[config.mk]
export PLATFORM = sky130hd
export DESIGN_NAME = fb_scanout_reader_flat
export DESIGN_NICKNAME = d
export VERILOG_FILES = /design/src/rtl/fb_scanout_reader_if.sv /design/src/rtl/fb_scanout_reader.sv /design/src/flat_wrapper.sv
export SDC_FILE = /design/constraint.sdc
export NUM_CORES = 2
export LEC_CHECK = 0
export ABC_AREA = 0
export CAP_MARGIN = 20
export CORE_MARGIN = 1
export CORE_UTILIZATION = 55
export DETAILED_ROUTE_END_ITERATION = 7
export PLACE_DENSITY = 0.81
export SLEW_MARGIN = 20
export SYNTH_ARGS = -nofsm -noshare
export SYNTH_HDL_FRONTEND = slang
export SYNTH_SLANG_ARGS = --single-unit
[constraint.sdc]
create_clock -name clk -period 38.2 [get_ports clk]
set_clock_uncertainty 0.05 [all_clocks]
set_input_delay 5.73 -clock clk [delete_from_list [all_inputs] [get_ports clk]]
set_output_delay 5.73 -clock clk [all_outputs]
set_load 0.02 [all_outputs]
[src/rtl/fb_scanout_reader_if.sv]
// SDRAM read-initiator bus for the frame-buffer scanout reader.
// master: the reader issuing rd/addr; slave: the SDRAM controller.
interface fb_scanout_reader_if;
  logic         sdram_rd;
  logic [21:0]  sdram_addr;
  logic         sdram_wait;
  logic         sdram_ac;
  logic [127:0] sdram_rddata;

  modport master (
    output sdram_rd,
    output sdram_addr,
    input  sdram_wait,
    input  sdram_ac,
    input  sdram_rddata
  );

  modport slave (
    input  sdram_rd,
    input  sdram_addr,
    output sdram_wait,
    output sdram_ac,
    output sdram_rddata
  );
endinterface

[src/rtl/fb_scanout_reader.sv]
// Streams the displayed frame-buffer half from SDRAM into a word FIFO and unpacks pixels.
// Optional: define SCANOUT_UNDERRUN_COUNT_EN for a saturating underrun event counter.
module fb_scanout_reader #(
  parameter logic [21:0] FB_BASE0   = 22'h100000,
  parameter logic [21:0] FB_BASE1   = 22'h200000,
  parameter int          FB_WORDS   = 19200,
  parameter int          FIFO_DEPTH = 8
) (
  input  logic                       clk,
  input  logic                       reset,
  input  logic                       new_frame,
  input  logic                       frame_flip,
  fb_scanout_reader_if.master        sdram,
  output logic                       busy,
  output logic                       frame_done,
  input  logic                       pix_req,
  output logic [7:0]                 pix_data,
  output logic                       underrun,
  output logic [15:0]                underrun_cnt
);
  localparam int AW = $clog2(FIFO_DEPTH);
  localparam logic [AW:0] DEPTH_C = (AW+1)'(FIFO_DEPTH);
  localparam logic [14:0] LAST_C = 15'(FB_WORDS - 1);

  typedef enum logic [2:0] {
    IDLE, ARM, READ, CAPTURE, PAUSE, DONE
  } state_t;

  state_t        state_q, state_d;
  logic [21:0]   rd_addr_q, rd_addr_d;
  logic [14:0]   word_cnt_q, word_cnt_d;
  logic          restart_q, restart_d;
  logic          flip_q, flip_d;
  logic [127:0]  mem_q [FIFO_DEPTH];
  logic [127:0]  mem_d [FIFO_DEPTH];
  logic [AW-1:0] wr_ptr_q, wr_ptr_d;
  logic [AW-1:0] rd_ptr_q, rd_ptr_d;
  logic [AW:0]   count_q, count_d;
  logic [AW:0]   cnt_after;
  logic [3:0]    idx_q, idx_d;
  logic [7:0]    pix_q, pix_d;
  logic          und_q, und_d;

  logic          latch, latch_flip, push, pop;
  logic          fifo_empty, fifo_full;
  logic [127:0]  head;

  assign fifo_empty = count_q == '0;
  assign fifo_full  = count_q == DEPTH_C;
  assign head       = mem_q[rd_ptr_q];
  assign pop        = pix_req && !fifo_empty && idx_q == 4'hF;
  assign cnt_after  = count_q + (AW+1)'(1) - (AW+1)'(pop);

  always_comb begin
    state_d    = state_q;
    rd_addr_d  = rd_addr_q;
    word_cnt_d = word_cnt_q;
    restart_d  = restart_q;
    flip_d     = flip_q;
    latch      = 1'b0;
    latch_flip = frame_flip;
    push       = 1'b0;
    unique case (state_q)
      IDLE: begin
        if (new_frame) begin
          latch   = 1'b1;
          state_d = ARM;
        end
      end
      ARM: begin
        latch = new_frame;
        if (!sdram.sdram_wait && !fifo_full) state_d = READ;
      end
      READ: begin
        if (new_frame) begin
          restart_d = 1'b1;
          flip_d    = frame_flip;
        end
        if (sdram.sdram_ac) state_d = CAPTURE;
      end
      CAPTURE: begin
        // A restart requested mid-access throws this word away.
        if (restart_q || new_frame) begin
          latch      = 1'b1;
          latch_flip = new_frame ? frame_flip : flip_q;
          state_d    = ARM;
        end else begin
          push       = 1'b1;
          rd_addr_d  = rd_addr_q + 22'd1;
          word_cnt_d = word_cnt_q + 15'd1;
          if (word_cnt_q == LAST_C)    state_d = DONE;
          else if (sdram.sdram_wait)   state_d = PAUSE;
          else if (cnt_after == DEPTH_C) state_d = ARM;
          else                         state_d = READ;
        end
      end
      PAUSE: begin
        latch = new_frame;
        if (!sdram.sdram_wait) state_d = ARM;
      end
      DONE: begin
        if (new_frame) begin
          latch   = 1'b1;
          state_d = ARM;
        end
      end
      default: state_d = IDLE;
    endcase
    if (latch) begin
      rd_addr_d  = latch_flip ? FB_BASE0 : FB_BASE1;
      word_cnt_d = '0;
      restart_d  = 1'b0;
    end
  end

  always_comb begin
    mem_d    = mem_q;
    wr_ptr_d = wr_ptr_q;
    rd_ptr_d = rd_ptr_q;
    count_d  = count_q + (AW+1)'(push) - (AW+1)'(pop);
    if (push) begin
      mem_d[wr_ptr_q] = sdram.sdram_rddata;
      wr_ptr_d        = wr_ptr_q + 1'b1;
    end
    if (pop) rd_ptr_d = rd_ptr_q + 1'b1;
    pix_d = pix_q;
    idx_d = idx_q;
    und_d = und_q;
    if (pix_req) begin
      if (!fifo_empty) begin
        pix_d = head[{idx_q, 3'b000} +: 8];
        idx_d = idx_q + 4'd1;
      end else begin
        pix_d = 8'h00;
        und_d = 1'b1;
      end
    end
    if (latch) begin
      wr_ptr_d = '0;
      rd_ptr_d = '0;
      count_d  = '0;
      idx_d    = '0;
      und_d    = 1'b0;
    end
  end

  always_ff @(posedge clk or posedge reset) begin
    if (reset) begin
      state_q    <= IDLE;
      rd_addr_q  <= '0;
      word_cnt_q <= '0;
      restart_q  <= 1'b0;
      flip_q     <= 1'b0;
      wr_ptr_q   <= '0;
      rd_ptr_q   <= '0;
      count_q    <= '0;
      idx_q      <= '0;
      pix_q      <= '0;
      und_q      <= 1'b0;
      for (int i = 0; i < FIFO_DEPTH; i++) mem_q[i] <= '0;
    end else begin
      state_q    <= state_d;
      rd_addr_q  <= rd_addr_d;
      word_cnt_q <= word_cnt_d;
      restart_q  <= restart_d;
      flip_q     <= flip_d;
      wr_ptr_q   <= wr_ptr_d;
      rd_ptr_q   <= rd_ptr_d;
      count_q    <= count_d;
      idx_q      <= idx_d;
      pix_q      <= pix_d;
      und_q      <= und_d;
      mem_q      <= mem_d;
    end
  end

  assign sdram.sdram_rd   = state_q == READ;
  assign sdram.sdram_addr = (state_q == READ) ? rd_addr_q : '0;
  assign busy       = state_q == READ || state_q == CAPTURE;
  assign frame_done = state_q == DONE;
  assign pix_data   = pix_q;
  assign underrun   = und_q;

`ifdef SCANOUT_UNDERRUN_COUNT_EN
  logic [15:0] ucnt_q, ucnt_d;

  always_comb begin
    ucnt_d = ucnt_q;
    if (pix_req && fifo_empty && ucnt_q != 16'hFFFF)
      ucnt_d = ucnt_q + 16'd1;
    if (latch) ucnt_d = '0;
  end

  always_ff @(posedge clk or posedge reset) begin
    if (reset) ucnt_q <= '0;
    else       ucnt_q <= ucnt_d;
  end

  assign underrun_cnt = ucnt_q;
`else
  assign underrun_cnt = 16'h0000;
`endif
endmodule

[src/flat_wrapper.sv]
// flat-port wrapper written by rule: the top's interface ports become plain ports
module fb_scanout_reader_flat 
#(
  parameter logic [21:0] FB_BASE0   = 22'h100000,
  parameter logic [21:0] FB_BASE1   = 22'h200000,
  parameter int          FB_WORDS   = 19200,
  parameter int          FIFO_DEPTH = 8
)
  (clk, reset, new_frame, frame_flip, busy, frame_done, pix_req, pix_data, underrun, underrun_cnt, sdram_sdram_rd, sdram_sdram_addr, sdram_sdram_wait, sdram_sdram_ac, sdram_sdram_rddata);
  fb_scanout_reader_if sdram_i ();
  input  logic clk;
  input  logic reset;
  input  logic new_frame;
  input  logic frame_flip;
  output logic busy;
  output logic frame_done;
  input  logic pix_req;
  output logic [7:0] pix_data;
  output logic underrun;
  output logic [15:0] underrun_cnt;
  output wire logic [$bits(sdram_i.sdram_rd)-1:0] sdram_sdram_rd;
  output wire logic [$bits(sdram_i.sdram_addr)-1:0] sdram_sdram_addr;
  input wire logic [$bits(sdram_i.sdram_wait)-1:0] sdram_sdram_wait;
  input wire logic [$bits(sdram_i.sdram_ac)-1:0] sdram_sdram_ac;
  input wire logic [$bits(sdram_i.sdram_rddata)-1:0] sdram_sdram_rddata;
  assign sdram_sdram_rd = sdram_i.sdram_rd;
  assign sdram_sdram_addr = sdram_i.sdram_addr;
  assign sdram_i.sdram_wait = sdram_sdram_wait;
  assign sdram_i.sdram_ac = sdram_sdram_ac;
  assign sdram_i.sdram_rddata = sdram_sdram_rddata;
  fb_scanout_reader #(.FB_BASE0(FB_BASE0), .FB_BASE1(FB_BASE1), .FB_WORDS(FB_WORDS), .FIFO_DEPTH(FIFO_DEPTH)) u_core (.clk(clk), .reset(reset), .new_frame(new_frame), .frame_flip(frame_flip), .sdram(sdram_i), .busy(busy), .frame_done(frame_done), .pix_req(pix_req), .pix_data(pix_data), .underrun(underrun), .underrun_cnt(underrun_cnt));
endmodule
* After elaboration in Yosys (flattened, before gate mapping)
Index checks and enable logic that the tools add are counted.
** Operators by class
- Reductions and logical operators :: 25
- Multiplexer cells :: 46
- Eq/ne operators :: 15
- Shift-type cells :: 1
- $add $sub $neg :: 9
- Bitwise logic cells :: 2
- Order comparisons :: 3
** Operator list (count)
- $bwmux 1024 :: 1
- $bmux 128 s3 :: 1
- $demux 128 s3 :: 1
- $mux 128 :: 3
- $shiftx 128x8->8 :: 1
- $mux 22 :: 5
- $mux 15 :: 3
- $mux 3 :: 11
- $add 22x1->22 const B :: 1
- $mux 4 :: 4
- $add 15x1->15 const B :: 1
- $eq 15x15->1 const B :: 1
- $pmux 3 s5 :: 1
- $reduce_bool 2->1 :: 7
- $mux 1 :: 13
- $eq 4x4->1 const B :: 3
- $ne 2x1->1 const B :: 5
- $add 4x1->4 const B :: 2
- $ge 4x4->1 const B :: 2
- $mux 8 :: 1
- $not 3->4 :: 2
- $reduce_and 2->1 :: 4
- $sub 4x1->4 :: 2
- $add 3x1->3 const B :: 2
- other kinds (15) :: 24
** Storage, ports and cells
- Register bits after elaboration :: 1089
- Output and inout bits :: 50

* Logic depth before layout (Yosys ltp)
- Depth after elaboration :: 11
- Gate-level depth with buffers :: 14
- Mapped depth without buffers :: 14

* Least setup slack after synthesis
No wires, ideal clock.
- Path type :: in2reg
- From :: in pix_req
- To :: reg u_core.state_q[0]
- Data required time :: 38.067 ns
- Buffers on the path :: 0
- Stages on the path :: 13
- Setup slack :: 30.513 ns
- Data arrival time :: 7.554 ns
- Library setup time :: 0.083 ns
- Cell sequence :: inv_1 > a21oi_1 > nand4_1 > ha_1 > ha_1 > inv_1 > ha_1 > xor2_1 > nand3_1 > o21ai_0 > o21ai_0 > o211a_1 > o21ai_0
** Between the ends
- Longest elaborated chain between the ends :: 9
** RTL lines
- from (decl) :: RTL line flat_wrapper.sv:17 : input logic pix_req;
- $logic_and 1x1->1 (2 in a row) :: RTL line fb_scanout_reader.sv:51 : assign pop = pix_req && !fifo_empty && idx_q == 4'hF;
- $sub 4x1->4 :: RTL line fb_scanout_reader.sv:52 : assign cnt_after = count_q + (AW+1)'(1) - (AW+1)'(pop);
- $eq 4x4->1 :: RTL line fb_scanout_reader.sv:93 : else if (cnt_after == DEPTH_C) state_d = ARM;
- $mux 2 :: RTL line fb_scanout_reader.sv:93
- $mux 3 :: RTL line fb_scanout_reader.sv:92 : else if (sdram.sdram_wait) state_d = PAUSE;
- $mux 3 :: RTL line fb_scanout_reader.sv:91 : if (word_cnt_q == LAST_C) state_d = DONE;
- $mux 3 :: RTL line fb_scanout_reader.sv:83 : if (restart_q || new_frame) begin
- $pmux 3 s5 :: RTL line fb_scanout_reader.sv:63 : unique case (state_q)
- to (signal assigned) :: RTL line fb_scanout_reader.sv:162 : state_q <= state_d;
- to (decl) :: RTL line fb_scanout_reader.sv:29 : state_t state_q, state_d;
Every way passes these cells.
A chain may end at the register's enable or synchronous reset.

==> results.toml <==
[logic_synthesis]
synthCells = 3380
synth_xor_area_share_pct = 0.675
synth-compound-area-share_pct = 3.89
yosys.area_share.simple_pct = 3.12
synth_flop_cell = "dfrtp_1"
synth_fa_ha_area_share_pct = 0.386
synth-warning-count = 0
syn_area_um2 = 50600
async_reset_ff_share_pct = 100
synth_top_family_by_area = "multiplexers"
ys_types = 74
yosys_register_bits = 1089
avgSynthCellArea_um2 = 15.0
synthMuxAreaShare_pct = 34.4
seq_area_frac_synth_pct = 53.9
synth-edff-count = 0

[worst_setup_path]
cp.depth = 5
cp_data_arrival_time_ns = 9.67
critical_path_required_ns = 38.79
critPathBufInv = 5
end_kind = "asynchronous set/reset pin"
crit_family = "buffers and inverters"
cp_common_cell = "buf_4"
critical_path.cell_chain = "clkdlybuf4s50_1 -> inv_8 -> buf_12 -> buf_4 -> buf_4"
crit_path_max_fanout = 170
max_stage_delay_ns = 0.88
crit_path_start_kind = "input pin"
ff2ff_path_depth = 9
worst-setup-path-type = "input pin to asynchronous set/reset pin"
crit_path_top_delay_cell = "buf_4"

[grt]
grtUsageTotal_pct = 26.1
grt_overflow = 0
grt_pass1_vias = 31314
grt_pass1_wl_um = 189000
antenna_found_initial = 17
grt_max_degree = 176

[timing]
final_hold_viol_count = 0
drv_slew = 0
rsz0062_at_grt = "false"
min_period_over_period_pct = 23.8
fin_tns_setup_ns = 0
fmax_mhz = 110
slew_headroom_pct = 25.8
worst_pin_slew_ns = 1.11
setup_viol = 0
fin_crit_ns = 9.09

[place]
gp_congestion = 0.792
dp.final_hpwl_um = 69700
port_buffers = 168
placedCellCount = 4522

[cells_and_area]
drive_above_1_share_pct = 39.8
area_growth_pct = 11.1
finalNonFillerCells = 4727
final_nets = 3608

[floorplan]
die_y_um = 305
row_count = 110
design.core.area_um2 = 90600
die_area_um2 = 93200
die_x_um = 305
start_util_pct = 55.9
pin_count = 185

[worst_hold_path]
hold_path_class = "flip-flop to flip-flop"
hold_path_depth = 1

[clock_network]
cts_sinks = 1089
clk_pin_slew_ns = 0.06
htree_levels = 3
cts_buffers = 110
clk_latency_ns = 0.71
cts_tree = "built"
cts_hold_buf = 0
cts-resized-gates = 0
clock-root-buffer = "clkbuf_16"
postCtsSetupBuffers = 0
clock_path_buffers = 3

[routing]
dr.pass1.iters = 5
drt-total-wl_um = 120000
drc = 0
ant_nets = 0
drt_iter0_drc = 2080
viasPerCell = 6.27
vias = 29661
avgRoutedWirePerCell_um = 25.3

[power_and_ir_drop]
p_leak_nw = 25.7
max-vdd-ir-drop_mv = 0.0435
p_per_area_nw_per_um2 = 54.5
p_total_mw = 3.06

[outcome]
outcome = "complete, no violations"

[run]
max-cap-violations = 0
==> cells in the mapped netlist (13+ instances only) <==
| master | instances | area [um^2] |
|---|---|---|
| mux2_2 | 1034 | 11600 |
| o22ai_1 | 35 | 219 |
| buf_4 | 82 | 616 |
| a22oi_1 | 48 | 360 |
| buf_6 | 15 | 169 |
| o221ai_1 | 29 | 254 |
| nor3_1 | 35 | 175 |
| mux2i_1 | 197 | 1970 |
| ha_1 | 14 | 175 |
| mux4_2 | 126 | 2840 |
| mux4_1 | 36 | 946 |
| dfrtp_1 | 1089 | 27300 |
| xor2_1 | 30 | 263 |
| nor2b_1 | 17 | 106 |
| o21ai_0 | 19 | 95.1 |
| a211oi_1 | 33 | 248 |
| and2_1 | 25 | 156 |
| nand4_1 | 13 | 81.3 |
| a221oi_1 | 15 | 131 |
| a21oi_1 | 46 | 230 |
| clkbuf_1 | 33 | 124 |
| nand2_1 | 57 | 214 |
| buf_2 | 94 | 470 |
| nor2_1 | 56 | 210 |
| inv_1 | 16 | 60.1 |
| nand3_1 | 22 | 110 |
==> kinds of logic (layout without fill, tap and decap cells) <==
kind of cell	after synthesis	after routing
compound gates	276	276
fa+ha+maj	15	15
other cells	1	23
simple gates	292	292
flops	1089	1089
xor+xnor	39	39
buf+inv	275	424
mux	1393	1393
==> worst paths after layout <==
kind | from | end | slack, ns
max reg2reg | u_core.rd_ptr_q[1]$_DFFE_PP0P_ | u_core.pix_data[2]$_DFFE_PP0P_ | 33.27
min in group asynchronous | reset | u_core.mem_q[683]$_DFFE_PP0P_ | 5.61
min reg2reg | u_core.mem_q[809]$_DFFE_PP0P_ | u_core.mem_q[809]$_DFFE_PP0P_ | 0.45
min | u_core.mem_q[809]$_DFFE_PP0P_ | u_core.mem_q[809]$_DFFE_PP0P_ | 0.45
max in group clk | pix_req | u_core.state_q[0]$_DFFE_PP0P_ | 29.66
max | reset | u_core.idx_q[0]$_DFFE_PP0P_ | 29.11
==> metrics by stage <==
stage                     cell area, um^2  utilization [%]  worst slack, ns  hold slack (ns)
after floorplan                     50600                -             1.76            0.420
after global placement              52500             58.0            28.16            0.428
after detailed placement            52500             58.0            28.14            0.436
after CTS                           56200             62.0            28.89            0.449
after global routing                56200             62.1            28.43            0.461
final                               56200             62.1            29.11            0.447
==> final cells by class <==
class	count	area (um^2)
inverter	17	71.3
timing repair buffer	209	2090
tap	1176	1470
fill	6616	34400
clock buffer	166	3300
antenna	7	17.5
multi-input combinational	2031	21600
clock inverter	32	408
sequential	1089	27300
==> where the power goes <==
part | internal [mW] | switching [mW] | total (mW)
clock | 0.630 | 0.457 | 1.09
sequential | 1.33 | 0.100 | 1.43
combinational | 0.288 | 0.261 | 0.549
total | 2.25 | 0.818 | 3.06
==> worst reg2reg max path: stages, from the launching register on <==
cell,delay [ns]
dfrtp_4,0.72
buf_4,0.75
buf_4,0.72
buf_4,0.85
mux4_2,0.40
mux2_2,0.20
o221ai_1,0.16
a221oi_1,0.63
nor3_1,0.14
a211oi_1,0.24
==> placed cells by master, fill, tap and decap left out, types with 34 or more instances in the layout <==
cell                n
a21oi_1            45
mux4_2            126
o22ai_1            35
nor2_1             55
clkbuf_16         113
dfrtp_1          1085
nor3_1             34
mux2i_1           197
mux2_2           1034
clkdlybuf4s50_1   168
a22oi_1            48
nand2_1            57
mux4_1             36
==> state kept, by name (all words and copies together), names as in the netlist, 3 cells and up <==
name / count
u_core.word_cnt_q: 15
u_core.idx_q: 4
u_core.state_q: 3
u_core.count_q: 4
u_core.pix_data: 8
u_core.rd_addr_q: 22
u_core.wr_ptr_q: 3
u_core.mem_q: 1024
u_core.rd_ptr_q: 3
==> metal layers <==
layer,global-route usage (%),vias to the layer above,part of all wire [%]
li1,-,12769,-
met1,35.6,15937,43
met2,42.4,741,49
met3,5.14,192,5.7
met4,8.29,22,2.6
met5,0,-,0.11
(Power assumes the default switching activity.)
